### src/rtl/mem_arb_pkg.sv
// Shared definitions for the memory-port arbiter.
// Contents:
//   arb_state_t         - IDLE / BUSY / RELEASE state encoding
//   DEF_BURST_LEN       - default beats per cache-line burst
//   DEF_WORD_OFFSET     - default beat-index width, log2(DEF_BURST_LEN)
//   MAX_REQ             - largest supported requester count
//   idx_to_onehot()     - builds a MAX_REQ-wide one-hot vector from an index
package mem_arb_pkg;

    typedef enum logic [1:0] {
        ST_IDLE    = 2'd0,
        ST_BUSY    = 2'd1,
        ST_RELEASE = 2'd2
    } arb_state_t;

    localparam int DEF_BURST_LEN   = 4;
    localparam int DEF_WORD_OFFSET = 2;
    localparam int MAX_REQ         = 4;

    function automatic logic [MAX_REQ-1:0] idx_to_onehot(input logic [1:0] idx);
        logic [MAX_REQ-1:0] vec;
        vec      = '0;
        vec[idx] = 1'b1;
        return vec;
    endfunction

endpackage

### src/rtl/mem_port_arbiter_rr_picker.sv
// Combinational round-robin picker.
// Selects the first set request bit scanning upward from rr_ptr, wrapping
// modulo N_REQ.
// Ports:
//   req         in  N_REQ  request vector
//   rr_ptr      in  IDX_W  index with highest priority this round
//   gnt_onehot  out N_REQ  one-hot winner (all zero when nothing requests)
//   gnt_idx     out IDX_W  binary index of the winner
//   any_req     out 1      at least one request is pending
module rr_picker
    import mem_arb_pkg::*;
#(
    parameter int N_REQ = 2,
    parameter int IDX_W = (N_REQ > 1) ? $clog2(N_REQ) : 1
) (
    input  logic [N_REQ-1:0] req,
    input  logic [IDX_W-1:0] rr_ptr,
    output logic [N_REQ-1:0] gnt_onehot,
    output logic [IDX_W-1:0] gnt_idx,
    output logic             any_req
);

    // cand[k] is the requester index with priority rank k this round.
    logic [IDX_W-1:0]   cand [N_REQ];
    logic [MAX_REQ-1:0] onehot_full;

    for (genvar gi = 0; gi < N_REQ; gi++) begin : g_cand
        assign cand[gi] = (int'(rr_ptr) + gi >= N_REQ)
                        ? IDX_W'(int'(rr_ptr) + gi - N_REQ)
                        : IDX_W'(int'(rr_ptr) + gi);
    end

    // Walk from lowest to highest priority so the highest-priority hit is
    // the last one written.
    always_comb begin
        gnt_idx = '0;
        any_req = 1'b0;
        for (int k = N_REQ - 1; k >= 0; k--) begin
            if (req[cand[k]]) begin
                gnt_idx = cand[k];
                any_req = 1'b1;
            end
        end
    end

    assign onehot_full = idx_to_onehot(2'(gnt_idx));
    assign gnt_onehot  = any_req ? onehot_full[N_REQ-1:0] : '0;

endmodule

### src/rtl/mem_port_arbiter.sv
// Round-robin, non-preemptive arbiter sharing one external memory port
// between N_REQ cache controllers. Each grant covers one burst of BURST_LEN
// beats; the grant is held until the owner drops its request afterwards.
// Ports:
//   clk, rst       clock and asynchronous active-high reset
//   req_cc2arb     per-requester request
//   adr_cc2arb     packed per-requester addresses (slice i = requester i)
//   rdwr_cc2arb    per-requester direction, 0 = read, 1 = write-back
//   dat_cc2arb     packed per-requester write data
//   ack_arb2cc     per-requester beat ack (owner only)
//   dat_arb2cc     read beat data, broadcast
//   word_arb2cc    index of the current beat
//   gnt_arb2cc     one-hot grant
//   req_arb2mem    memory request
//   adr_arb2mem    address / direction / write data of the owner
//   rdwr_arb2mem
//   dat_arb2mem
//   ack_mem2arb    memory beat ack
//   dat_mem2arb    memory read data
module mem_port_arbiter
    import mem_arb_pkg::*;
#(
    parameter int N_REQ       = 2,
    parameter int ADR_WIDTH   = 32,
    parameter int DATA_WIDTH  = 32,
    parameter int BURST_LEN   = DEF_BURST_LEN,
    parameter int WORD_OFFSET = DEF_WORD_OFFSET
) (
    input  logic                        clk,
    input  logic                        rst,
    input  logic [N_REQ-1:0]            req_cc2arb,
    input  logic [N_REQ*ADR_WIDTH-1:0]  adr_cc2arb,
    input  logic [N_REQ-1:0]            rdwr_cc2arb,
    input  logic [N_REQ*DATA_WIDTH-1:0] dat_cc2arb,
    output logic [N_REQ-1:0]            ack_arb2cc,
    output logic [DATA_WIDTH-1:0]       dat_arb2cc,
    output logic [WORD_OFFSET-1:0]      word_arb2cc,
    output logic [N_REQ-1:0]            gnt_arb2cc,
    output logic                        req_arb2mem,
    output logic [ADR_WIDTH-1:0]        adr_arb2mem,
    output logic                        rdwr_arb2mem,
    output logic [DATA_WIDTH-1:0]       dat_arb2mem,
    input  logic                        ack_mem2arb,
    input  logic [DATA_WIDTH-1:0]       dat_mem2arb
);

    localparam int IDX_W = (N_REQ > 1) ? $clog2(N_REQ) : 1;
    localparam logic [WORD_OFFSET-1:0] LAST_BEAT = WORD_OFFSET'(BURST_LEN - 1);

    arb_state_t             state_reg,    state_next;
    logic [N_REQ-1:0]       gnt_reg,      gnt_next;
    logic [IDX_W-1:0]       gnt_idx_reg,  gnt_idx_next;
    logic [WORD_OFFSET-1:0] beat_cnt_reg, beat_cnt_next;
    logic [IDX_W-1:0]       rr_ptr_reg,   rr_ptr_next;
    logic                   req_reg,      req_next;

    logic [N_REQ-1:0] pick_onehot;
    logic [IDX_W-1:0] pick_idx;
    logic             pick_any;
    logic             busy;

    rr_picker #(
        .N_REQ (N_REQ),
        .IDX_W (IDX_W)
    ) u_picker (
        .req        (req_cc2arb),
        .rr_ptr     (rr_ptr_reg),
        .gnt_onehot (pick_onehot),
        .gnt_idx    (pick_idx),
        .any_req    (pick_any)
    );

    always_ff @(posedge clk or posedge rst) begin
        if (rst) begin
            state_reg    <= ST_IDLE;
            gnt_reg      <= '0;
            gnt_idx_reg  <= '0;
            beat_cnt_reg <= '0;
            rr_ptr_reg   <= '0;
            req_reg      <= 1'b0;
        end else begin
            state_reg    <= state_next;
            gnt_reg      <= gnt_next;
            gnt_idx_reg  <= gnt_idx_next;
            beat_cnt_reg <= beat_cnt_next;
            rr_ptr_reg   <= rr_ptr_next;
            req_reg      <= req_next;
        end
    end

    always_comb begin
        state_next    = state_reg;
        gnt_next      = gnt_reg;
        gnt_idx_next  = gnt_idx_reg;
        beat_cnt_next = beat_cnt_reg;
        rr_ptr_next   = rr_ptr_reg;
        req_next      = req_reg;
        case (state_reg)
            ST_IDLE: begin
                if (pick_any) begin
                    gnt_next      = pick_onehot;
                    gnt_idx_next  = pick_idx;
                    beat_cnt_next = '0;
                    req_next      = 1'b1;
                    state_next    = ST_BUSY;
                end
            end
            ST_BUSY: begin
                if (ack_mem2arb) begin
                    if (beat_cnt_reg == LAST_BEAT) begin
                        beat_cnt_next = '0;
                        req_next      = 1'b0;
                        state_next    = ST_RELEASE;
                    end else begin
                        beat_cnt_next = beat_cnt_reg + WORD_OFFSET'(1);
                    end
                end
            end
            ST_RELEASE: begin
                // Wait for the owner to drop its request so the stale
                // request of the finished burst is never re-granted.
                if (!req_cc2arb[gnt_idx_reg]) begin
                    gnt_next    = '0;
                    rr_ptr_next = (gnt_idx_reg == IDX_W'(N_REQ - 1))
                                ? '0 : gnt_idx_reg + IDX_W'(1);
                    state_next  = ST_IDLE;
                end
            end
            default: state_next = ST_IDLE;
        endcase
    end

    assign busy = (state_reg == ST_BUSY);

    // Acks outside BUSY are strays and are never forwarded.
    for (genvar gi = 0; gi < N_REQ; gi++) begin : g_ack
        assign ack_arb2cc[gi] = busy & ack_mem2arb & (gnt_idx_reg == IDX_W'(gi));
    end

    assign adr_arb2mem  = busy ? adr_cc2arb[gnt_idx_reg*ADR_WIDTH +: ADR_WIDTH]  : '0;
    assign dat_arb2mem  = busy ? dat_cc2arb[gnt_idx_reg*DATA_WIDTH +: DATA_WIDTH] : '0;
    assign rdwr_arb2mem = busy & rdwr_cc2arb[gnt_idx_reg];
    assign dat_arb2cc   = busy ? dat_mem2arb : '0;
    assign word_arb2cc  = beat_cnt_reg;
    assign gnt_arb2cc   = gnt_reg;
    assign req_arb2mem  = req_reg;

endmodule

### config.mk
export PLATFORM = sky130hd
export DESIGN_NAME = mem_port_arbiter
export DESIGN_NICKNAME = d
export VERILOG_FILES = /design/src/rtl/mem_arb_pkg.sv /design/src/rtl/mem_port_arbiter_rr_picker.sv /design/src/rtl/mem_port_arbiter.sv
export SDC_FILE = /design/constraint.sdc
export NUM_CORES = 1
export LEC_CHECK = 0
export ABC_AREA = 0
export BUFFER_PORTS_ARGS = -buffer_cell sky130_fd_sc_hd__buf_2
export CORE_AREA = 5 5 102 104
export CTS_CLUSTER_SIZE = 25
export DETAILED_ROUTE_END_ITERATION = 16
export DIE_AREA = 0 0 107 109
export MAX_ROUTING_LAYER = met4
export PLACE_DENSITY = 0.69
export SLEW_MARGIN = 25
export SYNTH_ARGS = -nofsm -noshare
export SYNTH_HDL_FRONTEND = slang
export SYNTH_SLANG_ARGS = --single-unit
export TNS_END_PERCENT = 20
### constraint.sdc
create_clock -name clk -period 1.1 [get_ports clk]
set_clock_uncertainty 0.1 [all_clocks]
set_input_delay 0.055 -clock clk [delete_from_list [all_inputs] [get_ports clk]]
set_output_delay 0.055 -clock clk [all_outputs]
set_load 0.1 [all_outputs]
==> results of run 1 <==
## layout make-up
class	count	area, um^2	share of cell area (%)
tap	114	143	2.27
inverter	4	17.5	0.279
multi-input combinational	199	2230	35.6
sequential	9	231	3.69
clock buffer	4	45.0	0.718
timing repair buffer	318	3610	57.5
## worst reg2reg max path, stage by stage (launching register included)
cell and delay, ns:
dfrtp_4 0.49, buf_6 0.15, buf_6 0.11, mux2_4 0.31, nand3_1 0.09, o211ai_1 0.09
## placed cells by master (no fill, tap or decap), types with 3 or more instances in the layout
master / count
buf_2: 166
buf_12: 119
nor2_4: 66
mux2i_2: 51
and2_2: 30
buf_4: 17
mux2i_4: 12
buf_6: 9
dfrtp_1: 6
nor2_1: 4
nand3_1: 4
clkbuf_16: 4
nand2_1: 3
o21ai_1: 3
inv_1: 3
clkbuf_8: 3
## layer usage
| metal | up-vias | track usage [%] |
|---|---|---|
| met5 | - | - |
| met4 | 0 | 2.56 |
| met3 | 18 | 3.85 |
| met2 | 184 | 32.6 |
| met1 | 1336 | 17.1 |
| li1 | 1392 | - |
## through the flow
step           setup WS [ns]  instance area, um^2
6_report              -0.625                 6280
5_1_grt               -0.646                 6280
4_1_cts               -0.610                 5730
3_5_place_dp          -0.398                 5560
3_3_place_gp          -0.318                 5560
2_1_floorplan         -0.600                 2330
## worst max-delay path by stage
stage                       to  slack, ns  depth (start not counted)
6_report       adr_arb2mem[30]      -0.63                          5
5_1_grt        adr_arb2mem[30]      -0.65                          5
4_1_cts        dat_arb2mem[11]      -0.61                          4
3_5_place_dp   dat_arb2mem[24]      -0.40                          4
3_3_place_gp   dat_arb2mem[10]      -0.32                          4
2_1_floorplan    ack_arb2cc[0]      -0.60                          4
## logic make-up (layout without fill, tap and decap cells)
family | Yosys count | count (layout) | share of synthesized area (%)
and+or+nand+nor | 117 | 117 | 32.3
adders and majority gates | 1 | 1 | 0.723
buffers and inverters | 25 | 326 | 9.62
DFF | 9 | 9 | 13.0
AOI/OAI and AO/OA | 15 | 15 | 6.07
muxes | 66 | 66 | 38.2
## timing repair
item	in CTS	in global routing
gates cloned	0	6
hold buffers	1	0
pin swaps	4	18
setup endpoints to repair	109	110
buffers inserted	0	10
gates resized for setup	32	65
endpoints found under the hold margin	9	0
==> flow_summary.json, run 1 <==
{
  "critPathLaunch": "gnt_idx_reg",
  "port_buffers": 270,
  "timing.critical_path.buf_inv": 3,
  "setup_violations": 107,
  "grt_usage_pct": 16.6,
  "hold_viol_final": 0,
  "numCtsBuffers": 3,
  "cts_tree": "done",
  "route.met3.wl_um": 948,
  "utilization_pct": 66.4,
  "clk_pin_slew_ns": 0.04,
  "cp_cell_sequence": "buf_12 -> buf_16 -> mux2i_4 -> nor2_4 -> buf_12",
  "vias": 2930,
  "slew_headroom_pct": 76.1,
  "r2r_end": "gnt_arb2cc[1]",
  "setup_slack_ns": -0.625,
  "fillCellCount": 640,
  "dp_hpwl_mm": 9.21,
  "finalCritPeriodShare_pct": 157,
  "met2_length_mm": 6.76,
  "worstSetupPathType": "reg -> out",
  "dieWidth_um": 107,
  "finalSetupTns_ns": -54.99,
  "cap_violations": 0,
  "fin_cells": 648,
  "first_pass_iters": 6,
  "synthTopCellsByCount": "nor2_1 (70), mux2i_1 (65), and2_1 (32), buf_4 (11), dfrtp_1 (9)",
  "synth_fp_nets": 401,
  "drc": 0,
  "synthArstFlopShare_pct": 100,
  "ys.warnings.count": 0,
  "wirelength_mm": 12.0,
  "crit_fanout": 8,
  "holdPathStages": 2,
  "rsz0062_at_grt": "yes",
  "crit_arrival_ns": 1.57,
  "rows": 36,
  "cts_root_buf": "clkbuf_8",
  "grt_pass1_vias": 3042,
  "critPathMaxStageDelay_ns": 0.49,
  "crit_path_end_kind": "primary output",
  "place_inst": 627,
  "clock_latency_ns": 0.23,
  "ant_nets": 0,
  "ys_ff_latch": 9,
  "rrSetupSlack_ns": -0.36,
  "hp-class": "in -> reg",
  "violations": "negative setup slack",
  "nNetsFinal": 703,
  "synth-edff-count": 0,
  "htreeDepth": 1,
  "io_pins": 271,
  "post_synth_inst_count": 233,
  "die_h_um": 109,
  "ys_types": 30,
  "start_util_pct": 18.3,
  "slowest_stage": "dfrtp_4",
  "areaGrowthSynthToFinish_pct": 263,
  "status": "finished, violations left",
  "yosysTopAreaCell": "mux2i_1",
  "cp-start-kind": "register",
  "diodes": 0,
  "avgRoutedWirePerCell_um": 18.5,
  "cp_common_cell": "buf_12",
  "grt_pass1_wl_mm": 15.1,
  "min_period_ns": 1.73,
  "synth_area_per_cell_um2": 7.43,
  "clockBufferDepth": 2,
  "grt-ovfl-total": 0,
  "layout-drive-gt1-share_pct": 91.9,
  "synth.cell_area_mm2": 0.00173,
  "gp_congestion": 0.809,
  "die-area_mm2": 0.0117,
  "hold_start": "req_cc2arb[0]",
  "routed.top_layer": "met4",
  "ys_seq_area_share_pct": 13.0,
  "wl_met1_mm": 4.13,
  "synth-main-ff-cell": "dfrtp_1",
  "design.core.area_mm2": 0.00946,
  "vias_per_cell": 4.52,
  "max_freq_mhz": 580,
  "antenna_found_initial": 0,
  "maxSlewViolCount": 0,
  "synth_top_cell_area_share_pct": 37.6,
  "cpLargestDelayFamily": "buffers and inverters",
  "r2r_cells": 5,
  "worst_slew_pin_slew_ns": 0.358,
  "grt_max_degree": 33,
  "holdPathEnd": "gnt_idx_reg",
  "yosysMostFrequentCell": "nor2_1",
  "hold_ws_ns": 0.0101,
  "reg2reg_from": "gnt_idx_reg",
  "cts_sinks": 9,
  "drtIter0Drc": 138,
  "synthTopCellsByArea": "mux2i_1 (38%), nor2_1 (15%), dfrtp_1 (13%)",
  "required_ns": 0.94
}
Power of run 1 is not shown: default switching activity piles up to over one toggle a cycle in this logic, so the estimate is an artifact.
==> inputs of run 2 (changes only) <==
- HOLD_SLACK_MARGIN: not set -> 0.08
- MAX_ROUTING_LAYER: met4 -> not set
==> run 2 against run 1 <==
Effect of this change:
- routed wire length decreased by 0.37%
- critical endpoint is now rdwr_arb2mem
- register-to-register slack about the same
- die area unchanged
- worst hold slack improved by 0.068 ns
- critical path type unchanged
- highest routed layer unchanged
- final cell count increased by 0.46%
- the run still ends with negative setup slack left
- maximum frequency decreased by 1.6%
- via count increased by 0.24%
- largest cell class unchanged
- design area increased by 0.12%
==> flow_summary.json, run 2 (synthesis gave the netlist of run 1 again) <==
{
  "violations": "negative setup slack",
  "dp_hpwl_mm": 9.21,
  "cap_violations": 0,
  "crit_fanout": 8,
  "holdPathStages": 3,
  "status": "finished, violations left",
  "rsz0062_at_grt": "yes",
  "die_h_um": 109,
  "crit_arrival_ns": 1.60,
  "worstSetupPathType": "reg -> out",
  "min_period_ns": 1.75,
  "max_freq_mhz": 571,
  "hold_start": "ack_mem2arb",
  "io_pins": 271,
  "utilization_pct": 66.4,
  "r2r_cells": 5,
  "grt_pass1_vias": 3049,
  "gp_congestion": 0.797,
  "drc": 0,
  "die-area_mm2": 0.0117,
  "worst_slew_pin_slew_ns": 0.370,
  "cp_common_cell": "buf_12",
  "cp_cell_sequence": "buf_12 -> clkbuf_16 -> mux2i_2 -> nor2_4 -> buf_12",
  "htreeDepth": 1,
  "cts_tree": "done",
  "hp-class": "in -> reg",
  "grt_max_degree": 33,
  "layout-drive-gt1-share_pct": 90.9,
  "cts_sinks": 9,
  "clockBufferDepth": 2,
  "rrSetupSlack_ns": -0.36,
  "slew_headroom_pct": 75.3,
  "grt_usage_pct": 16.2,
  "crit_path_end_kind": "primary output",
  "start_util_pct": 18.3,
  "r2r_end": "gnt_arb2cc[1]",
  "vias_per_cell": 4.51,
  "wirelength_mm": 12.0,
  "port_buffers": 270,
  "clock_latency_ns": 0.23,
  "cts_root_buf": "clkbuf_8",
  "setup_slack_ns": -0.652,
  "clk_pin_slew_ns": 0.04,
  "numCtsBuffers": 3,
  "first_pass_iters": 4,
  "drtIter0Drc": 129,
  "rows": 36,
  "critPathMaxStageDelay_ns": 0.49,
  "vias": 2937,
  "hold_viol_final": 0,
  "slowest_stage": "dfrtp_4",
  "final_cell_mix": "buf_2 (166), buf_12 (119), nor2_4 (66)",
  "antenna_found_initial": 1,
  "cp-start-kind": "register",
  "maxSlewViolCount": 0,
  "reg2reg_from": "gnt_idx_reg",
  "required_ns": 0.94,
  "design.core.area_mm2": 0.00946,
  "layout_commonest_cell": "buf_2",
  "holdPathEnd": "state_reg[0]",
  "grt_pass1_wl_mm": 15.2,
  "ant_nets": 0,
  "dieWidth_um": 107,
  "nNetsFinal": 705,
  "finalCritPeriodShare_pct": 159,
  "avgRoutedWirePerCell_um": 18.4,
  "setup_violations": 107,
  "grt-ovfl-total": 0,
  "areaGrowthSynthToFinish_pct": 263
}
[run 2: cell count changes in the layout (fill, tap and decap cells not counted), sizes merged]
cell	delta
dlygate4sd3	+2
diode	+1
[run 2: worst max path at each step]
stage                     start               to  slack (ns)  cells after the start
floorplan           gnt_idx_reg    ack_arb2cc[0]       -0.60                      4
global placement    gnt_idx_reg  dat_arb2mem[10]       -0.32                      4
detailed placement  gnt_idx_reg  dat_arb2mem[24]       -0.40                      4
CTS                 gnt_idx_reg  dat_arb2mem[11]       -0.61                      4
global route        gnt_idx_reg     rdwr_arb2mem       -0.67                      5
finish              gnt_idx_reg     rdwr_arb2mem       -0.65                      5
[run 2: metal layers]
| metal | share of wire (%) | vias up | global-route usage [%] | wire [um] |
|---|---|---|---|---|
| met5 | 0 | - | 0 | 0 |
| met4 | 0.95 | 0 | 2.56 | 114 |
| met3 | 9.7 | 10 | 5.92 | 1160 |
| met2 | 57 | 176 | 32.6 | 6790 |
| met1 | 33 | 1350 | 16.0 | 3900 |
| li1 | - | 1401 | - | - |
[run 2: per-stage QoR]
stage,cell area [um^2],setup slack (ns),hold slack [ns],std cells,TNS (ns)
4_1_cts,5750,-0.610,0.0756,634,-55.89
2_1_floorplan,2330,-0.600,-0.217,233,-42.35
6_report,6280,-0.652,0.0782,651,-55.02
5_1_grt,6280,-0.675,0.0998,651,-61.44
3_3_place_gp,5560,-0.318,-0.0765,627,-27.95
3_5_place_dp,5560,-0.398,-0.0571,627,-31.58
[run 2: critical path: cells and delay by family (launching register included)]
family                 cells  cell delay [ns]
muxes                      1             0.28
and+or+nand+nor            1             0.08
DFF                        1             0.49
buffers and inverters      3             0.50
[run 2: cell type report]
class / count / area [um^2]
Antenna cell: 1 / 2.50
Clock buffer: 4 / 45.0
Fill cell: 639 / 3170
Inverter: 4 / 17.5
Multi-Input combinational cell: 199 / 2220
Sequential cell: 9 / 231
Tap cell: 114 / 143
Timing Repair Buffer: 320 / 3630
[run 2: timing repair]
action / in CTS / in global routing
setup buffers: 0 / 10
endpoints found under the setup margin: 109 / 110
hold endpoints to repair: 13 / 0
resized for setup: 32 / 61
pin swaps: 4 / 18
cloned: 0 / 6
hold buffers: 3 / 0
Power of run 2 is left out for the same reason.
